<file path="src/rtl/pcss_inf_pkg.sv">
// Shared definitions for the pcss_inf send-side logic.
//   DEF_DATA_WIDTH : default AXI-stream tdata width
//   state_e        : arbiter FSM encoding (IDLE / CFG / SPK)
//   GNT_*          : one-hot grant constants (bit0 = cfg, bit1 = spk)
//   state_to_grant : one-hot decode of an arbiter state
package pcss_inf_pkg;

    localparam int unsigned DEF_DATA_WIDTH = 64;

    typedef enum logic [1:0] {
        ST_IDLE = 2'd0,
        ST_CFG  = 2'd1,
        ST_SPK  = 2'd2
    } state_e;

    localparam logic [1:0] GNT_NONE = 2'b00;
    localparam logic [1:0] GNT_CFG  = 2'b01;
    localparam logic [1:0] GNT_SPK  = 2'b10;

    // One-hot owner for a given arbiter state.
    function automatic logic [1:0] state_to_grant(state_e st);
        logic [1:0] gnt;
        gnt = GNT_NONE;
        case (st)
            ST_CFG:  gnt = GNT_CFG;
            ST_SPK:  gnt = GNT_SPK;
            default: gnt = GNT_NONE;
        endcase
        return gnt;
    endfunction

endpackage

</file>
<file path="src/rtl/pcss_tik_edge_cnt.sv">
// Counts falling edges of the tik timestep pulse.
// Ports:
//   clk_i     : clock, rising edge
//   rst_i     : asynchronous active-high reset
//   tik_i     : tik pulse, synchronous to clk_i
//   tik_cnt_o : falling-edge count, wraps modulo 2**TIK_CNT
module pcss_tik_edge_cnt #(
    parameter int unsigned TIK_CNT = 8
) (
    input  logic               clk_i,
    input  logic               rst_i,
    input  logic               tik_i,
    output logic [TIK_CNT-1:0] tik_cnt_o
);

    logic               tik_dly_q;
    logic [TIK_CNT-1:0] cnt_q;
    logic [TIK_CNT-1:0] cnt_d;

    // Increment on a 1 -> 0 transition; natural overflow gives the wrap.
    always_comb begin
        cnt_d = cnt_q;
        if (tik_dly_q && !tik_i) begin
            cnt_d = cnt_q + TIK_CNT'(1);
        end
    end

    always_ff @(posedge clk_i or posedge rst_i) begin
        if (rst_i) begin
            tik_dly_q <= 1'b0;
            cnt_q     <= '0;
        end else begin
            tik_dly_q <= tik_i;
            cnt_q     <= cnt_d;
        end
    end

    assign tik_cnt_o = cnt_q;

endmodule

</file>
<file path="src/rtl/pcss_send_arb.sv">
// Packet-level arbiter sharing the pcss_inf send port between the config
// stream (cfg, priority) and the spike stream (spk). Whole packets are
// granted and locked until tlast; spk is held off while tik is high and is
// forced in after STARVE_LIM consecutive cfg grants that it lost.
// Ports:
//   clk, rst             : clock, asynchronous active-high reset
//   s_cfg_* / s_spk_*    : AXI-stream slave inputs from the two requesters
//   m_*                  : AXI-stream master output to S_AXIS_send_*
//   tik                  : timestep pulse; tik_cnt counts its falling edges
//   grant, busy          : one-hot current owner and packet-locked flag
module pcss_send_arb
    import pcss_inf_pkg::*;
#(
    parameter int unsigned DATA_WIDTH = DEF_DATA_WIDTH,
    parameter int unsigned TIK_CNT    = 8,
    parameter int unsigned STARVE_LIM = 4,
    // 2**STARVE_W must exceed STARVE_LIM so the saturated value fits.
    parameter int unsigned STARVE_W   = 3
) (
    input  logic                    clk,
    input  logic                    rst,
    input  logic [DATA_WIDTH-1:0]   s_cfg_tdata,
    input  logic                    s_cfg_tvalid,
    input  logic                    s_cfg_tlast,
    input  logic [DATA_WIDTH/8-1:0] s_cfg_tkeep,
    output logic                    s_cfg_tready,
    input  logic [DATA_WIDTH-1:0]   s_spk_tdata,
    input  logic                    s_spk_tvalid,
    input  logic                    s_spk_tlast,
    input  logic [DATA_WIDTH/8-1:0] s_spk_tkeep,
    output logic                    s_spk_tready,
    output logic [DATA_WIDTH-1:0]   m_tdata,
    output logic                    m_tvalid,
    output logic                    m_tlast,
    output logic [DATA_WIDTH/8-1:0] m_tkeep,
    input  logic                    m_tready,
    input  logic                    tik,
    output logic [TIK_CNT-1:0]      tik_cnt,
    output logic [1:0]              grant,
    output logic                    busy
);

    state_e              state_q;
    state_e              state_d;
    logic [STARVE_W-1:0] starve_q;
    logic [STARVE_W-1:0] starve_d;

    logic spk_elig;
    logic starve_ok;
    logic cfg_last_xfer;
    logic spk_last_xfer;

    assign spk_elig      = s_spk_tvalid & ~tik;
    assign starve_ok     = (starve_q < STARVE_W'(STARVE_LIM));
    assign cfg_last_xfer = s_cfg_tvalid & s_cfg_tlast & m_tready;
    assign spk_last_xfer = s_spk_tvalid & s_spk_tlast & m_tready;

    // State and starvation counter registers.
    always_ff @(posedge clk or posedge rst) begin
        if (rst) begin
            state_q  <= ST_IDLE;
            starve_q <= '0;
        end else begin
            state_q  <= state_d;
            starve_q <= starve_d;
        end
    end

    // Arbitration in IDLE; locked states release only on the tlast beat.
    always_comb begin
        state_d  = state_q;
        starve_d = starve_q;
        unique case (state_q)
            ST_IDLE: begin
                if (s_cfg_tvalid && (!spk_elig || starve_ok)) begin
                    state_d = ST_CFG;
                    // starve_ok holds here whenever spk_elig does, so this saturates.
                    if (spk_elig) begin
                        starve_d = starve_q + STARVE_W'(1);
                    end
                end else if (spk_elig) begin
                    state_d  = ST_SPK;
                    starve_d = '0;
                end
            end
            ST_CFG: begin
                if (cfg_last_xfer) begin
                    state_d = ST_IDLE;
                end
            end
            ST_SPK: begin
                if (spk_last_xfer) begin
                    state_d = ST_IDLE;
                end
            end
            default: begin
                state_d = ST_IDLE;
            end
        endcase
    end

    // Combinational passthrough of the owning source; everything quiet in IDLE.
    always_comb begin
        m_tdata      = '0;
        m_tkeep      = '0;
        m_tlast      = 1'b0;
        m_tvalid     = 1'b0;
        s_cfg_tready = 1'b0;
        s_spk_tready = 1'b0;
        grant        = state_to_grant(state_q);
        busy         = (state_q != ST_IDLE);
        unique case (state_q)
            ST_CFG: begin
                m_tdata      = s_cfg_tdata;
                m_tkeep      = s_cfg_tkeep;
                m_tlast      = s_cfg_tlast;
                m_tvalid     = s_cfg_tvalid;
                s_cfg_tready = m_tready;
            end
            ST_SPK: begin
                m_tdata      = s_spk_tdata;
                m_tkeep      = s_spk_tkeep;
                m_tlast      = s_spk_tlast;
                m_tvalid     = s_spk_tvalid;
                s_spk_tready = m_tready;
            end
            default: begin
            end
        endcase
    end

    pcss_tik_edge_cnt #(
        .TIK_CNT (TIK_CNT)
    ) u_tik_cnt (
        .clk_i     (clk),
        .rst_i     (rst),
        .tik_i     (tik),
        .tik_cnt_o (tik_cnt)
    );

endmodule

</file>
<file path="config.mk">
export PLATFORM = sky130hd
export DESIGN_NAME = pcss_send_arb
export DESIGN_NICKNAME = d
export VERILOG_FILES = /design/src/rtl/pcss_inf_pkg.sv /design/src/rtl/pcss_tik_edge_cnt.sv /design/src/rtl/pcss_send_arb.sv
export SDC_FILE = /design/constraint.sdc
export NUM_CORES = 1
export LEC_CHECK = 0
export CAP_MARGIN = 20
export CORE_AREA = 4 4 94 96
export CTS_CLUSTER_DIAMETER = 100
export CTS_CLUSTER_SIZE = 14
export DETAILED_ROUTE_END_ITERATION = 10
export DIE_AREA = 0 0 98 100
export PLACE_DENSITY = 0.78
export SETUP_SLACK_MARGIN = 0.05
export SLEW_MARGIN = 30
export SYNTH_ARGS = -nofsm -noshare
export SYNTH_HDL_FRONTEND = slang
export SYNTH_SLANG_ARGS = --single-unit
</file>
<file path="constraint.sdc">
create_clock -name clk -period 1.5 [get_ports clk]
set_input_delay 0.3 -clock clk [delete_from_list [all_inputs] [get_ports clk]]
set_output_delay 0.3 -clock clk [all_outputs]
set_load 0.01 [all_outputs]
</file>
# ---- Word-level counts from Yosys, hierarchy flattened
# Index checks and enable logic that the tools add are counted.
dict set report word_totals {
  reg_bits 14
  out_inout_bits 87
  wordCells 42
}
dict set report op_classes {
  add_sub_neg 2
  order_cmp 1
  eq_ne 5
  muxes 15
  bitwise_logic 6
  n_reduce_logical 9
}
# cell n
set ops {}
lappend ops {{$pmux W64 S2} 1}
lappend ops {{$pmux W8 S2} 1}
lappend ops {{$mux W3} 3}
lappend ops {{$add A8 B1 Y8 const B} 1}
lappend ops {{$mux W2} 4}
lappend ops {{$pmux W2 S3} 1}
lappend ops {{$and A1 B1 Y1} 5}
lappend ops {{$ne A2 B2 Y1 const B} 2}
lappend ops {{$pmux W1 S2} 2}
lappend ops {{$pmux W2 S2} 1}
lappend ops {{$add A3 B1 Y3 const B} 1}
lappend ops {{$lt A3 B3 Y1 const B} 1}
lappend ops {{$ne A3 B3 Y1 const B} 1}
lappend ops {{$reduce_and A3 Y1} 1}
lappend ops {{$eq A2 B1 Y1 const B} 1}
lappend ops {{$eq A2 B2 Y1 const B} 1}
lappend ops {{$logic_and A1 B1 Y1} 2}
lappend ops {{$logic_not A1 Y1} 2}
lappend ops {{$logic_not A2 Y1} 1}
lappend ops {{$mux W1} 2}
lappend ops {{$reduce_and A2 Y1} 1}
lappend ops {{$reduce_bool A2 Y1} 1}
lappend ops {{$logic_or A1 B1 Y1} 1}
lappend ops {{$not A1 Y1} 1}

# ---- Longest topological paths before layout
# Gate-level depths: netlist of run 1.
dict set report logic_depth {
  word_depth 7
  depth_mapped 7
}

# ---- Hierarchy
# From an unflattened synthesis of run 1, not the netlist that was laid out.
dict set report hier_totals {
  hier_cells 242
  area_unflattened_um2 1901.8
}
# mod n_inst cells_each area_per_inst_um2
set by_module_without_submodules {}
lappend by_module_without_submodules {pcss_send_arb 1 212 1503.9}
lappend by_module_without_submodules {pcss_tik_edge_cnt 1 30 397.9}

# ---- Least setup slack after synthesis of run 1
# Ideal clock, no wire load.
dict set report synth_path {
  path_kind {flip-flop to output port}
  startpoint {register state_q[0]}
  endpoint {output m_tdata[0]}
  arrival_ns 1.389
  required_time_ns 1.200
  path_slack_ns -0.189
  path_stages_with_launch 6
  cell_sequence {dfrtp_1 inv_1 ha_1 clkbuf_1 clkbuf_1 nor2b_1}
}
dict set report synth_between {
  elab_chain_len 2
  word_cells_on_any_way 3
}
# item line
set synth_rtl {}
lappend synth_rtl {{from (decl)} pcss_send_arb.sv:43} ;# state_e state_q;
lappend synth_rtl {{from (signal assigned)} pcss_send_arb.sv:64} ;# state_q <= state_d;
lappend synth_rtl {{$eq A2 B2 Y1 or $eq A2 B1 Y1 (tied branches)} pcss_send_arb.sv:112} ;# unique case (state_q)
lappend synth_rtl {{$pmux W64 S2 (*)} pcss_send_arb.sv:112}
lappend synth_rtl {{to (decl)} pcss_send_arb.sv:32} ;# output logic [DATA_WIDTH-1:0] m_tdata,
# Every way passes the cells marked *; elsewhere a longest branch is shown, timed or not.

# ---- Worst setup path after layout of run 1
dict set report layout_path {
  startpoint {register state_q[1]}
  endpoint {output m_tkeep[6]}
}
dict set report layout_between {
  elab_chain_len 2
  word_cells_on_any_way 3
}
# item line
set layout_rtl {}
lappend layout_rtl {{$eq A2 B2 Y1 or $eq A2 B1 Y1 (tied branches)} pcss_send_arb.sv:112}
lappend layout_rtl {{$pmux W8 S2 (*)} pcss_send_arb.sv:112}
lappend layout_rtl {{to (decl)} pcss_send_arb.sv:35} ;# output logic [DATA_WIDTH/8-1:0] m_tkeep,
# Marked as above.

==> run metrics, run 1 <==
mux contribution to synthesized area=0.603%; vias in the first global route=2923; Worst R2R End=state_q[0]; setup slack, reg-to-reg=-0.12 ns; switch share=40.0%; Worst Path Buf+Inv=6; die height=100 um; initial antenna violation count=0; crit-path cells=buf_6 > ha_4 > buf_12 > buf_8 > buf_6 > buf_6 > a22oi_2 > nor2b_2 > buf_2; WL/cell=19.5 um; r2r startpoint=state_q[0]; post-synthesis register bit count=14; Initial Utilization=23.2%; combinational cell fraction of total power=87.2%; DRT antenna net count=0; Max clock buf depth=2; synthesized net count=400; vias per inst=4.83; Area Overhead vs Synth=189%; R2R depth=6; post-layout util=67.1%; starting DRC count in detailed routing=48; Final Critical Period=2.07 ns; adder-cell area share of the yosys netlist=4.69%; Worst IR Drop VDD=1050 uV; register area share after synthesis=18.8%; H-tree depth=1; Ys Warns=0; Rows=33; Post-synth top flop=dfrtp_1; slew margin rel.=63.7%; Clock Skew=0.00465 ns; Die ar.=9800 um^2; Initial DRT Pass Iterations=4; startpoint types=flip-flop; setup ws final=-0.575 ns; via count=3052; Post-Synth Simple-Gate Area=31.9%; count of final setup violators=79; cts bufs inserted=3; nature of the critical path endpoint=output port; DP Worst Slack=-0.582 ns; GRT Overall Usage=20.7%; critical path peak fanout=6; first-pass GRT wire length=16.4 mm; failing checks=negative setup slack; arrival time worst endpoint=1.77 ns; dpl hpwl=8.98 mm; met3 Use GR=3.27%; PwrDens=1470 nW/um^2; Final Hold Fails=0; IO Port Bufs=238; part of the power in the clock network=4.6%; busiest grt layer=met2; count of different cell masters after synthesis=27; Synth Area in Compound Gates=32.8%; ratio of final minimum period to clock period=138%; CP max stage delay=0.40 ns; Hold Crit Class=input pin to asynchronous set/reset pin; Clock Latency Late Sink=0.25 ns; Req. time, crit path=1.20 ns; DR DRC count=0; routability cong.=0.871; gr ovfl total=0; core area=8050 um^2; Worst-path clk slew=0.06 ns; met1 usage=24.1%; CP dominant cell by count=buf_6; Clock Tree Root=clkbuf_8; Post-Route WL=12.3 mm; Setup crit start=state_q[1]; Worst Setup EP=m_tkeep[6]; Max Freq=0.482 GHz; cell class contributing the biggest share of worst-path delay=buffers and inverters; setup TNS=-32.24 ns; Post-synth EDFFs=0; ANT cells=0; nets@finish=687; Post-synth ARST share=100%; Pleak=2.26 nW; CTS tree=yes; Psw=3.18 mW; Sink Count=14; Slew Viols, Final=0; status=finished with violations; fraction of layout cells with a size suffix above 1=55.4%; Worst-Margin Slew=0.544 ns; xor/xnor share of the synthesized area=3.28%; Critical Path Slowest Stage Cell=dfrtp_1; Synth Cell Area=1870 um^2; met2 global-route usage=39.8%; RSZ-0062 raised after global routing=yes; largest family of logic cells by synthesized area=compound AO/OA/AOI/OAI gates; cell depth of the worst setup path=9; syn avg cell area=7.75 um^2; CP Class=flip-flop to output port; synthesized instance count=241; largest net degree at the start of global routing=39; sequential power share=8.2%; IO Count=239; Power Internal=4.76 mW; Die X=98 um; max cap viols=0
==> how the worst min path moves through the flow <==
stage / start / end / slack, ns / depth (start not counted)
CTS: rst / u_tik_cnt.tik_cnt_o[2] / 0.42 / 2
floorplan: rst / starve_q[0] / 0.19 / 1
detailed placement: u_tik_cnt.tik_cnt_o[7] / u_tik_cnt.tik_cnt_o[7] / 0.46 / 1
global route: rst / u_tik_cnt.tik_cnt_o[6] / 0.44 / 2
finish: rst / u_tik_cnt.tik_dly_q / 0.41 / 2
global placement: u_tik_cnt.tik_cnt_o[7] / u_tik_cnt.tik_cnt_o[7] / 0.46 / 1
==> repair_timing <==
action / CTS / global route
buffers inserted: 8 / 32
gates resized for setup: 188 / 194
hold buffers: 0 / 0
endpoints found under the hold margin: 0 / 0
cloned: 0 / 8
pin swaps: 3 / 19
endpoints found under the setup margin: 89 / 91
==> cell usage in the layout, fill, tap and decap left out, drive strengths merged, types with 3 or more instances in the layout <==
cell,n
a22oi,74
inv,6
xnor2,4
nand3,3
nor2b,77
dlymetal6s2s,8
xor2,3
clkdlybuf4s50,151
clkbuf,17
dfrtp,14
o21ai,3
ha,7
buf,136
nand2,6
==> state kept, by name, indices dropped and copies added (netlist names) <==
name and flops:
starve_q 3, u_tik_cnt.tik_cnt_o 8, state_q 2, u_tik_cnt.tik_dly_q 1
==> layout make-up <==
type                       count  area, um^2
fill                         670        2650
multi-input combinational    195        1920
clock buffer                   4        55.1
timing repair buffer         308        2910
sequential                    14         354
inverter                       6        22.5
tap                          105         131
==> power by group through the flow <==
| stage | registers (mW) | clock network, mW | logic, mW |
|---|---|---|---|
| 2_1_floorplan | 0.661 | 0 | 3.28 |
| 3_3_place_gp | 0.637 | 0 | 5.63 |
| 3_5_place_dp | 0.642 | 0 | 5.71 |
| 4_1_cts | 0.645 | 0.374 | 5.53 |
| 5_1_grt | 0.674 | 0.393 | 7.36 |
| 6_report | 0.649 | 0.365 | 6.93 |
==> worst register-to-register path, delay by kind of cell (launching register included) <==
kind / cells / cell delay [ns]
DFF: 1 / 0.40
adders and majority gates: 1 / 0.22
AOI/OAI and AO/OA: 2 / 0.41
buffers and inverters: 3 / 0.48
==> logic make-up (layout without fill, tap and decap cells) <==
kind of cell,after synthesis,count (layout)
simple gates,98,98
compound gates,82,82
buf+inv,32,318
flops,14,14
fa+ha+maj,7,7
xor+xnor,7,7
mux,1,1
==> per-layer routing <==
layer	vias to the layer above	wire length, um
met3	22	637
li1	1451	-
met1	1458	4860
met5	-	0
met4	0	231
met2	121	6590
==> per-stage QoR <==
step	area, um^2	power, mW	cells	hold WS, ns
CTS	4920	6.54	593	0.418
global placement	4920	6.26	581	0.458
detailed placement	4920	6.35	581	0.456
floorplan	2320	3.94	241	0.189
global route	5400	8.43	632	0.438
finish	5400	7.94	632	0.405
==> synthesized netlist by cell type (2+ instances only) <==
| cell | number | area [um^2] |
|---|---|---|
| and2_1 | 2 | 12.5 |
| nand4_1 | 2 | 12.5 |
| inv_1 | 6 | 22.5 |
| o21ai_0 | 3 | 15.0 |
| nand3_1 | 3 | 15.0 |
| nor2b_1 | 77 | 482 |
| xnor2_1 | 4 | 35.0 |
| nand3b_1 | 2 | 15.0 |
| buf_2 | 11 | 55.1 |
| dfrtp_1 | 14 | 350 |
| nor3_1 | 2 | 10.0 |
| nand2_1 | 6 | 22.5 |
| ha_1 | 7 | 87.6 |
| clkbuf_1 | 13 | 48.8 |
| buf_6 | 2 | 22.5 |
| a22oi_1 | 74 | 556 |
| xor2_1 | 3 | 26.3 |
Power figures use the tool's default switching activity.
==> run 2, diff against run 1 <==
==> constraint.sdc (replaced) <==
create_clock -name clk -period 1.8 [get_ports clk]
set_input_delay 0.36 -clock clk [delete_from_list [all_inputs] [get_ports clk]]
set_output_delay 0.36 -clock clk [all_outputs]
set_load 0.01 [all_outputs]
==> run 2 against run 1 <==
The run still ends with negative setup slack left. Non-clock buffer count decreased by 18. Combinational power fell by 8.8%. Cell count fell by 2.8%. Count of clock-buffer cells in the layout unchanged. Global-route usage is 1.7 points higher. Largest cell class unchanged. Power down 9.8%. Register-to-register slack gained 0.15 ns. Critical path type unchanged. Critical endpoint is now m_tdata[15]. Routed wire length down 0.85%. Critical path depth decreased by 2.
==> run metrics, run 2 (synthesis gave the netlist of run 1 again) <==
register area=350 um^2; WL/cell=19.9 um; cell class contributing the biggest share of worst-path delay=buffers and inverters; nature of the critical path endpoint=output port; crit-path cells=inv_2 > buf_6 > ha_4 > buf_6 > clkbuf_16 > nor2b_1 > buf_2; vias per inst=4.99; status=finished with violations; H-tree depth=1; cts bufs inserted=3; Final Critical Period=2.06 ns; Initial Utilization=23.2%; part of the power in the clock network=4.4%; die height=100 um; failing checks=negative setup slack; Max Freq=0.485 GHz; Clock Skew=0.00108 ns; CP max stage delay=0.38 ns; Final Instance Area=5530 um^2; fraction of layout cells with a size suffix above 1=47.0%; vias in the first global route=3243; count of final setup violators=76; Power Internal=4.32 mW; starting DRC count in detailed routing=67; nets@finish=669; DR DRC count=0; Critical Path Slowest Stage Cell=dfrtp_1; sequential power share=7.4%; CP Class=flip-flop to output port; Rows=33; PwrDens=1290 nW/um^2; Req. time, crit path=1.44 ns; post-layout util=68.7%; Sink Count=14; ANT cells=0; Multi-input gate area=1940 um^2; Slew Viols, Final=0; CTS tree=yes; Max clock buf depth=2; Die ar.=9800 um^2; DRT antenna net count=0; setup ws final=-0.263 ns; Area Overhead vs Synth=196%; Design Power=7.16 mW; Worst IR Drop VDD=699 uV; Pleak=2.19 nW; Die X=98 um; core area=8050 um^2; via count=3063; combinational cell fraction of total power=88.2%; Post-DP Area=4490 um^2; Clock Latency Late Sink=0.25 ns; GRT Overall Usage=22.3%; initial antenna violation count=0; largest net degree at the start of global routing=21; routability cong.=0.879; Clock Tree Root=clkbuf_8; Placed Cells=575; CP dominant cell by count=buf_6; ratio of final minimum period to clock period=115%; arrival time worst endpoint=1.70 ns; max cap viols=0; Psw=2.84 mW; commonest non-fill, non-tap cell in the layout=clkdlybuf4s50_1; most frequent cells in the layout=clkdlybuf4s50_1, a22oi_2, buf_2, nor2b_1, buf_6; Initial DRT Pass Iterations=4; Largest register FFs=8; IO Port Bufs=238; Worst-Margin Slew=0.524 ns; first-pass GRT wire length=17.6 mm; IO Count=239; Post-Route WL=12.2 mm; Worst Path Buf+Inv=5; RSZ-0062 raised after global routing=yes; gr ovfl total=0; Final Hold Fails=0; Hold Crit Class=input pin to asynchronous set/reset pin; Fill cells=633; Worst-path clk slew=0.06 ns; critical path peak fanout=10; slew margin rel.=65.1%; switch share=39.7%; dpl hpwl=7.84 mm; fin cells=614; startpoint types=flip-flop
## run 2: path summary, 6_finish.rpt
path	start	endpoint	slack, ns	cells after the start
min reg2reg	u_tik_cnt.tik_cnt_o[7]	u_tik_cnt.tik_cnt_o[7]	0.48	1
min	rst	u_tik_cnt.tik_cnt_o[7]	0.44	2
max reg2reg	state_q[0]	state_q[0]	0.03	7
max in group asynchronous	rst	starve_q[0]	1.01	2
min in group clk	u_tik_cnt.tik_cnt_o[7]	u_tik_cnt.tik_cnt_o[7]	0.48	1
max	state_q[1]	m_tdata[15]	-0.26	7
## run 2: layer usage
layer	track usage [%]	wire (um)	up-vias	share of wire, %
met3	4.45	881	15	7.2
met1	25.3	4460	1466	37
li1	-	-	1417	-
met5	0	0	-	0
met4	5.01	221	0	1.8
met2	42.9	6650	165	54
## run 2: per-stage QoR
stage | TNS [ns] | setup WS, ns | hold WS [ns]
after floorplan | 0 | 0.0507 | 0.249
after global placement | -20.18 | -0.365 | 0.457
after detailed placement | -24.06 | -0.431 | 0.473
after CTS | -14.92 | -0.251 | 0.461
after global routing | -19.58 | -0.336 | 0.489
final | -14.46 | -0.263 | 0.444
## run 2: cell type report
type | instances | share of cell area (%)
Timing Repair Buffer | 290 | 54.8
Tap cell | 105 | 2.38
Clock buffer | 4 | 0.995
Sequential cell | 14 | 6.33
Inverter | 6 | 0.407
Multi-Input combinational cell | 195 | 35.1
## run 2: power groups by stage
stage	clock network (mW)	logic, mW	registers (mW)
final	0.313	6.32	0.533
after global routing	0.328	6.68	0.554
after CTS	0.316	5.66	0.532
after detailed placement	0	4.14	0.531
after global placement	0	4.07	0.525
after floorplan	0	2.01	0.548
## run 2: worst register-to-register path: stages, from the launching register on
cell      delay [ns]
dfrtp_1         0.40
buf_6           0.13
ha_4            0.17
buf_12          0.15
buf_16          0.14
buf_6           0.11
a222oi_1        0.38
o22ai_1         0.15
## run 2: timing repair
item | in CTS | in global routing
pin swaps | 13 | 10
gates cloned | 14 | 5
setup buffers | 16 | 3
gates resized for setup | 416 | 66
hold buffers | 0 | 0
endpoints found under the hold margin | 0 | 0
setup endpoints to repair | 79 | 81
